`src/rtl/siso_pkg.sv`:
```
// Shared types and default parameters for the serial frame controller
// and its shift-register datapath.
package siso_pkg;

    localparam int DEFAULT_WIDTH = 4;
    localparam int DEFAULT_GAP   = 1;

    typedef enum logic [1:0] {
        IDLE  = 2'd0,
        SHIFT = 2'd1,
        GAP   = 2'd2
    } frame_state_t;

endpackage

```
`src/rtl/siso_frame_ctrl_if.sv`:
```
// Producer-side handshake and serial-line signals of the frame controller.
// The master modport is the producer/link side; the slave is the controller.
interface siso_frame_ctrl_if #(
    parameter int WIDTH = siso_pkg::DEFAULT_WIDTH
);

    logic             in_valid;
    logic [WIDTH-1:0] in_data;
    logic             in_ready;
    logic             hold;
    logic             serial_out;
    logic             serial_valid;
    logic             busy;
    logic             done;

    modport master (
        output in_valid, in_data, hold,
        input  in_ready, serial_out, serial_valid, busy, done
    );

    modport slave (
        input  in_valid, in_data, hold,
        output in_ready, serial_out, serial_valid, busy, done
    );

endinterface

```
`src/rtl/siso_shifter.sv`:
```
// Parallel-load, left-shifting register with zero fill; exposes its MSB.
module siso_shifter #(
    parameter int WIDTH = siso_pkg::DEFAULT_WIDTH
) (
    input  logic             clk,
    input  logic             reset,
    input  logic             load,
    input  logic             shift,
    input  logic [WIDTH-1:0] d,
    output logic             msb
);

    logic [WIDTH-1:0] sr;

    // NOTE: sequential state uses non-blocking assignments so every register samples pre-edge values.
    always_ff @(posedge clk) begin
        if (reset) begin
            sr <= '0;
        end else if (load) begin
            sr <= d;
        end else if (shift) begin
            sr <= {sr[WIDTH-2:0], 1'b0};
        end
    end

    assign msb = sr[WIDTH-1];

endmodule

```
`src/rtl/siso_frame_ctrl.sv`:
```
// Frame controller: accepts a parallel word over valid/ready and emits it MSB-first
// on a registered serial line, followed by a programmable idle gap.
module siso_frame_ctrl #(
    parameter int WIDTH = siso_pkg::DEFAULT_WIDTH,
    parameter int GAP   = siso_pkg::DEFAULT_GAP
) (
    input  logic             clk,
    input  logic             reset,
    siso_frame_ctrl_if.slave bus
);

    // The GAP parameter shadows the enum literal of the same name; that literal is package-scoped below.
    import siso_pkg::*;

    localparam int CW = $clog2(WIDTH + 1);

    frame_state_t  state, state_d;
    logic [CW-1:0] bit_cnt, bit_cnt_d;
    logic          sout_q, sout_d;
    logic          sval_q, sval_d;
    logic          done_q, done_d;
    logic          ready, accept, last_bit;
    logic          gap_start, gap_last;
    logic          sh_load, sh_shift, sh_msb;

    assign last_bit = (bit_cnt == CW'(1));
    assign ready    = (state == IDLE) ||
                      (GAP == 0 && state == SHIFT && last_bit && !bus.hold);
    assign accept   = bus.in_valid && ready;

    // The MSB goes straight to serial_out on load, so the shifter only keeps the remaining bits.
    siso_shifter #(.WIDTH(WIDTH)) u_shifter (
        .clk   (clk),
        .reset (reset),
        .load  (sh_load),
        .shift (sh_shift),
        .d     ({bus.in_data[WIDTH-2:0], 1'b0}),
        .msb   (sh_msb)
    );

    // NOTE: every signal written here gets a default first, so no latch is inferred.
    always_comb begin
        state_d   = state;
        bit_cnt_d = bit_cnt;
        sout_d    = sout_q;
        sval_d    = 1'b0;
        done_d    = 1'b0;
        sh_load   = 1'b0;
        sh_shift  = 1'b0;
        gap_start = 1'b0;

        case (state)
            IDLE: ;
            SHIFT: begin
                if (!bus.hold) begin
                    if (last_bit) begin
                        bit_cnt_d = '0;
                        sout_d    = 1'b0;
                        if (GAP > 0) begin
                            state_d   = siso_pkg::GAP;
                            gap_start = 1'b1;
                        end else begin
                            state_d = IDLE;
                        end
                    end else begin
                        sout_d    = sh_msb;
                        sval_d    = 1'b1;
                        sh_shift  = 1'b1;
                        bit_cnt_d = bit_cnt - CW'(1);
                        done_d    = (bit_cnt == CW'(2));
                    end
                end
            end
            siso_pkg::GAP: begin
                sout_d = 1'b0;
                if (gap_last) state_d = IDLE;
            end
            default: begin
                state_d = IDLE;
                sout_d  = 1'b0;
            end
        endcase

        // A handshake (from IDLE, or back-to-back on the last bit) overrides the frame end.
        if (accept) begin
            state_d   = SHIFT;
            bit_cnt_d = CW'(WIDTH);
            sout_d    = bus.in_data[WIDTH-1];
            sval_d    = 1'b1;
            done_d    = 1'b0;
            sh_load   = 1'b1;
        end
    end

    always_ff @(posedge clk) begin
        if (reset) begin
            state   <= IDLE;
            bit_cnt <= '0;
            sout_q  <= 1'b0;
            sval_q  <= 1'b0;
            done_q  <= 1'b0;
        end else begin
            state   <= state_d;
            bit_cnt <= bit_cnt_d;
            sout_q  <= sout_d;
            sval_q  <= sval_d;
            done_q  <= done_d;
        end
    end

    generate
        if (GAP > 0) begin : g_gap
            localparam int GW = $clog2(GAP + 1);
            logic [GW-1:0] gap_cnt;

            always_ff @(posedge clk) begin
                if (reset) begin
                    gap_cnt <= '0;
                end else if (gap_start) begin
                    gap_cnt <= GW'(GAP);
                end else if (state == siso_pkg::GAP && gap_cnt != '0) begin
                    gap_cnt <= gap_cnt - GW'(1);
                end
            end

            assign gap_last = (gap_cnt == GW'(1));
        end else begin : g_no_gap
            assign gap_last = 1'b1;
        end
    endgenerate

    assign bus.in_ready     = ready;
    assign bus.serial_out   = sout_q;
    assign bus.serial_valid = sval_q;
    assign bus.done         = done_q;
    assign bus.busy         = (state != IDLE);

endmodule
```
`src/flat_wrapper.sv`:
```
// flat-port wrapper written by rule: the top's interface ports become plain ports
module siso_frame_ctrl_flat import siso_pkg::*;
#(
    parameter int WIDTH = siso_pkg::DEFAULT_WIDTH,
    parameter int GAP   = siso_pkg::DEFAULT_GAP
)
  (clk, reset, bus_in_valid, bus_in_data, bus_hold, bus_in_ready, bus_serial_out, bus_serial_valid, bus_busy, bus_done);
  siso_frame_ctrl_if #(.WIDTH(WIDTH)) bus_i ();
  input  logic clk;
  input  logic reset;
  input wire logic [$bits(bus_i.in_valid)-1:0] bus_in_valid;
  input wire logic [$bits(bus_i.in_data)-1:0] bus_in_data;
  input wire logic [$bits(bus_i.hold)-1:0] bus_hold;
  output wire logic [$bits(bus_i.in_ready)-1:0] bus_in_ready;
  output wire logic [$bits(bus_i.serial_out)-1:0] bus_serial_out;
  output wire logic [$bits(bus_i.serial_valid)-1:0] bus_serial_valid;
  output wire logic [$bits(bus_i.busy)-1:0] bus_busy;
  output wire logic [$bits(bus_i.done)-1:0] bus_done;
  assign bus_i.in_valid = bus_in_valid;
  assign bus_i.in_data = bus_in_data;
  assign bus_i.hold = bus_hold;
  assign bus_in_ready = bus_i.in_ready;
  assign bus_serial_out = bus_i.serial_out;
  assign bus_serial_valid = bus_i.serial_valid;
  assign bus_busy = bus_i.busy;
  assign bus_done = bus_i.done;
  siso_frame_ctrl #(.WIDTH(WIDTH), .GAP(GAP)) u_core (.clk(clk), .reset(reset), .bus(bus_i));
endmodule
```
`config.mk`:
```
export PLATFORM = sky130hd
export DESIGN_NAME = siso_frame_ctrl_flat
export DESIGN_NICKNAME = d
export VERILOG_FILES = /design/src/rtl/siso_pkg.sv /design/src/rtl/siso_frame_ctrl_if.sv /design/src/rtl/siso_shifter.sv /design/src/rtl/siso_frame_ctrl.sv /design/src/flat_wrapper.sv
export SDC_FILE = /design/constraint.sdc
export NUM_CORES = 1
export LEC_CHECK = 0
export ABC_CLOCK_PERIOD_IN_PS = 1700
export CORE_AREA = 3 3 40 42
export DETAILED_ROUTE_END_ITERATION = 16
export DIE_AREA = 0 0 43 45
export GPL_TIMING_DRIVEN = 1
export PLACE_DENSITY = 0.69
export SYNTH_ARGS = -nofsm -noshare
export SYNTH_HDL_FRONTEND = slang
export SYNTH_SLANG_ARGS = --single-unit
```
`constraint.sdc`:
```
create_clock -name clk -period 1.7 [get_ports clk]
set_clock_uncertainty 0.05 [all_clocks]
set_input_delay 0.34 -clock clk [delete_from_list [all_inputs] [get_ports clk]]
set_output_delay 0.34 -clock clk [all_outputs]
set_load 0.005 [all_outputs]
```
# --- After elaboration in Yosys (flattened, before gate mapping) ---
# Cells that the tools add are included.
word_totals:
  inputBits: 8
  reg_bits: 12
  word_cells: 65
op_classes:
  n_bitwise: 3
  reduce_logical: 14
  n_addsub: 2
  n_eq_ne: 12
  n_mux: 25
ops:
  columns: ["cell", "n"]
  rows:
  - ["$mux W1", 14]
  - ["$mux W3", 4]
  - ["$mux W4", 2]
  - ["$reduce_and A4 Y1", 2]
  - ["$reduce_bool A2 Y1", 4]
  - ["$mux W2", 3]
  - ["$ne A2 B1 Y1 const B", 3]
  - ["$ne A3 B1 Y1 const B", 2]
  - ["$pmux W2 S3", 1]
  - ["$reduce_and A2 Y1", 3]
  - ["$reduce_or A5 Y1", 1]
  - ["$ne A2 B2 Y1 const B", 2]
  - ["$eq A3 B1 Y1 const B", 1]
  - ["$eq A3 B2 Y1 const B", 1]
  - ["$ne A3 B2 Y1 const B", 1]
  - ["$not A1 Y1", 3]
  - ["$sub A3 B1 Y3 const B", 1]
  - ["$eq A2 B1 Y1 const B", 1]
  - ["$eq A2 B2 Y1 const B", 1]
  - ["$logic_and A1 B1 Y1", 2]
  - ["$logic_not A2 Y1", 1]
  - ["$pmux W1 S2", 1]
  - ["$reduce_or A2 Y1", 1]
  - ["$sub A1 B1 Y1 const B", 1]

# --- Longest topological paths before layout ---
logic_depth:
  ltp_word: 6
  ltp_mapped: 6

# --- Cells and area by module ---
# From an unflattened synthesis, not the netlist that was laid out.
hier_totals:
  hier_cells: 72
  area_unflattened_um2: 641.9
by_module_without_submodules:
  columns: ["mod", "n_inst", "area_per_inst_um2", "cells_per_inst"]
  rows:
  - ["siso_frame_ctrl", 1, 469.2, 55]
  - ["siso_shifter", 1, 172.7, 17]

# --- Least setup slack after synthesis ---
# No wires, ideal clock.
synth_timing:
  path_kind: "register to register"
  from: "register u_core.state[0]"
  to: "register u_core.bit_cnt[0]"
  required_ps: 1577
  path_slack_ps: 362
  arrival_ps: 1215
  period_less_slack_ps: 1338
  path_stages_with_launch: 5
  n_path_buf: 0
  cell_sequence: "dfxtp_1 > nor3b_4 > nand2_2 > mux2_2 > nor3_2"
synth_between:
  elab_chain_len: 3
  elab_cells_between_ends: 5
synth_rtl:
  columns: ["item", "line", "text"]
  rows:
  - ["start, declared", "siso_frame_ctrl.sv:17", "frame_state_t state, state_d;"]
  - ["start signal, assigned", "siso_frame_ctrl.sv:103", "state <= state_d;"]
  - ["$logic_not A2 Y1", "siso_frame_ctrl.sv:27", "assign ready = (state == IDLE) ||"]
  - ["$logic_and A1 B1 Y1", "siso_frame_ctrl.sv:29", "assign accept = bus.in_valid && ready;"]
  - ["$reduce_or A2 Y1 (no line)", null, null]
  - ["end signal, assigned", "siso_frame_ctrl.sv:104", "bit_cnt <= bit_cnt_d;"]
  - ["end, declared", "siso_frame_ctrl.sv:18", "logic [CW-1:0] bit_cnt, bit_cnt_d;"]
# Parallel ways exist; a longest one is shown, timed or not.
# A chain may end at the register's enable or synchronous reset.

# --- Final worst setup path ---
layout_timing:
  from: "register u_core.state[0]"
  to: "output bus_busy"
layout_between:
  elab_chain_len: 1
layout_rtl:
  columns: ["item", "line", "text"]
  rows:
  - ["$reduce_bool A2 Y1", "siso_frame_ctrl.sv:136", "assign bus.busy = (state != IDLE);"]
  - ["end, declared", "flat_wrapper.sv:17", "output wire logic [$bits(bus_i.busy)-1:0] bus_busy;"]
# No other way between the ends.

==> flow_summary.json <==
{
  "status": "complete, no violations",
  "synth_cells": 63,
  "final.setup.tns_ps": 0,
  "slew_headroom_pct": 74.75,
  "grt-ovfl-total": 0,
  "path_max_fanout": 4,
  "nets": 95,
  "synth_area_um2": 561.8,
  "cts_max_level": 1,
  "min_period_ps": 1656,
  "synth-edff-count": 0,
  "powerDensity_mw_per_mm2": 833.9,
  "synth_nets": 74,
  "min_path_type": "reg -> reg",
  "ir_worst_vdd_uv": 460.0,
  "worst_slew_pin_slew_ps": 378.0,
  "port_buffers": 12,
  "syn2layout_area_growth_pct": 38.53,
  "die-area_mm2": 0.001935,
  "yosysUniqueCellTypes": 27,
  "hold_buffers": 0,
  "cp.required_ps": 1310,
  "drive_gt1_share_pct": 19.28,
  "arrival_ps": 1270,
  "ant_nets": 0,
  "clockBufferDepth": 2,
  "drc": 0,
  "routed_via_density": 5.204,
  "finalCritPeriodShare_pct": 97.41,
  "synth_flop_cell": "dfxtp_1",
  "start_util_pct": 43.72,
  "core-area_mm2": 0.001285,
  "crit_path_start_kind": "flop",
  "finalSetupViolations": 0,
  "end_kind": "output port",
  "cts_buffers": 3,
  "grt_max_degree": 8,
  "pin_count": 13,
  "drv_slew": 0,
  "mostFrequentLayoutCells": "12 x dfxtp_1, 11 x clkdlybuf4s50_1, 7 x nand2_1",
  "power.leakage_nw": 0.3021,
  "ys_seq_area_share_pct": 42.76,
  "drt-total-wl_um": 1092,
  "drtIter0Drc": 7,
  "grt_pass1_vias": 428,
  "antenna-diode-count": 0,
  "die_w_um": 43,
  "avgSynthCellArea_um2": 8.917,
  "cts_root_buf": "clkbuf_4",
  "path_class": "reg -> out",
  "yosysWarnings": 0,
  "whs_ps": 427.9,
  "dpl.hpwl_um": 856.6,
  "grt_pass1_wl_um": 1828,
  "synth_seq_cells": 12,
  "fin_util_pct": 60.56,
  "grt_setup_unrepaired": "no",
  "die_h_um": 45,
  "drt-pass1-iter-count": 4,
  "wl_per_cell_um": 11.14,
  "gp_congestion": 0.8179,
  "max_freq_mhz": 603.9,
  "clk_latency_ps": 280,
  "vias": 510,
  "cts_tree": "built",
  "drv_cap": 0,
  "cts.clk_slew.worst_paths_ps": 80,
  "final_common_cell": "dfxtp_1",
  "grtUsageTotal_pct": 13.18,
  "synthArstFlopShare_pct": 0,
  "final_cells": 98,
  "antenna_found_initial": 0,
  "cts_sinks": 12,
  "rows": 13,
  "final_hold_viol_count": 0,
  "dp_cells": 94
}
[sequential cells by signal (all words and copies together) (netlist names)]
name,count
u_core.g_gap.gap_cnt,1
u_core.bus.serial_valid,1
u_core.state,2
u_core.bus.serial_out,1
u_core.u_shifter.sr,3
u_core.bit_cnt,3
u_core.bus.done,1
[where the power goes]
part | switching [W] | total [W] | leakage, nW | internal, W
logic | 0.0000485 | 0.000112 | 0.183 | 0.0000631
clock network | 0.000100 | 0.000231 | 0.0210 | 0.000130
registers | 0.00000933 | 0.000306 | 0.0985 | 0.000297
total | 0.000158 | 0.000649 | 0.302 | 0.000491
[synthesized netlist by cell type, types with 2 or more instances]
cell type | instances | area [um^2]
inv_1 | 2 | 7.510
a21oi_1 | 4 | 20.02
nand2_1 | 7 | 26.28
dfxtp_1 | 12 | 240.2
a211oi_1 | 2 | 15.01
nand2b_1 | 3 | 18.77
ha_1 | 3 | 37.54
nor2_1 | 7 | 26.28
nand3_1 | 3 | 15.01
nor4_1 | 2 | 12.51
a311oi_1 | 2 | 17.52
[worst max-delay path, stage by stage (launching register included)]
cell             delay (ps)
dfxtp_1                 330
nor2_2                  170
inv_1                    50
clkdlybuf4s50_1         430
[worst paths after layout]
path                                       startpoint                                   to  slack [ps]  depth (start not counted)
hold / removal    u_core.u_shifter.sr[1]$_SDFFE_PP0P_  u_core.u_shifter.sr[1]$_SDFFE_PP0P_         430                          2
hold reg to reg   u_core.u_shifter.sr[1]$_SDFFE_PP0P_  u_core.u_shifter.sr[1]$_SDFFE_PP0P_         430                          2
setup reg to reg       u_core.bit_cnt[1]$_SDFFE_PP0P_         u_core.state[1]$_SDFFE_PP0P_         270                          6
setup / recovery         u_core.state[0]$_SDFFE_PP0P_                             bus_busy          40                          3
[cell families (layout without fill, tap and decap cells)]
family          after synthesis  count (layout)  synth area share [%]
simple gates                 28              28                 27.17
buf+inv                       5              25                 3.562
compound gates               13              13                 16.04
flops                        12              12                 42.76
fa+ha+maj                     3               3                 6.682
mux                           2               2                 3.786
[through the flow]
stage	instance area (um^2)	setup slack, ps	power [W]
3_5_place_dp	737.0	21.40	0.0004251
3_3_place_gp	737.0	42.76	0.0004231
2_1_floorplan	561.8	362.1	0.0003706
5_1_grt	778.2	6.110	0.0006806
4_1_cts	775.7	13.51	0.0006567
6_report	778.2	43.96	0.0006490
[repair_timing]
action | 4_1_cts | 5_1_grt
gates cloned | 0 | 0
pin swaps | 0 | 1
buffers inserted | 0 | 0
gates resized for setup | 1 | 1
endpoints found under the setup margin | 1 | 1
[final cells by class]
type	count	area, um^2
inverter	3	11.26
tap	15	18.77
sequential	12	240.2
fill	118	506.7
multi-input combinational	46	304.0
timing repair buffer	18	167.7
clock buffer	4	36.28
[routing by layer]
metal / share of wire (%) / global-route usage (%) / vias up / wire [um]
met5: 0 / 0 / - / 0
met1: 45 / 15.98 / 231 / 491
li1: - / - / 261 / -
met4: 3.7 / 12.65 / 0 / 40
met2: 45 / 19.46 / 13 / 486
met3: 6.6 / 2.390 / 5 / 72
(Power assumes the default switching activity.)
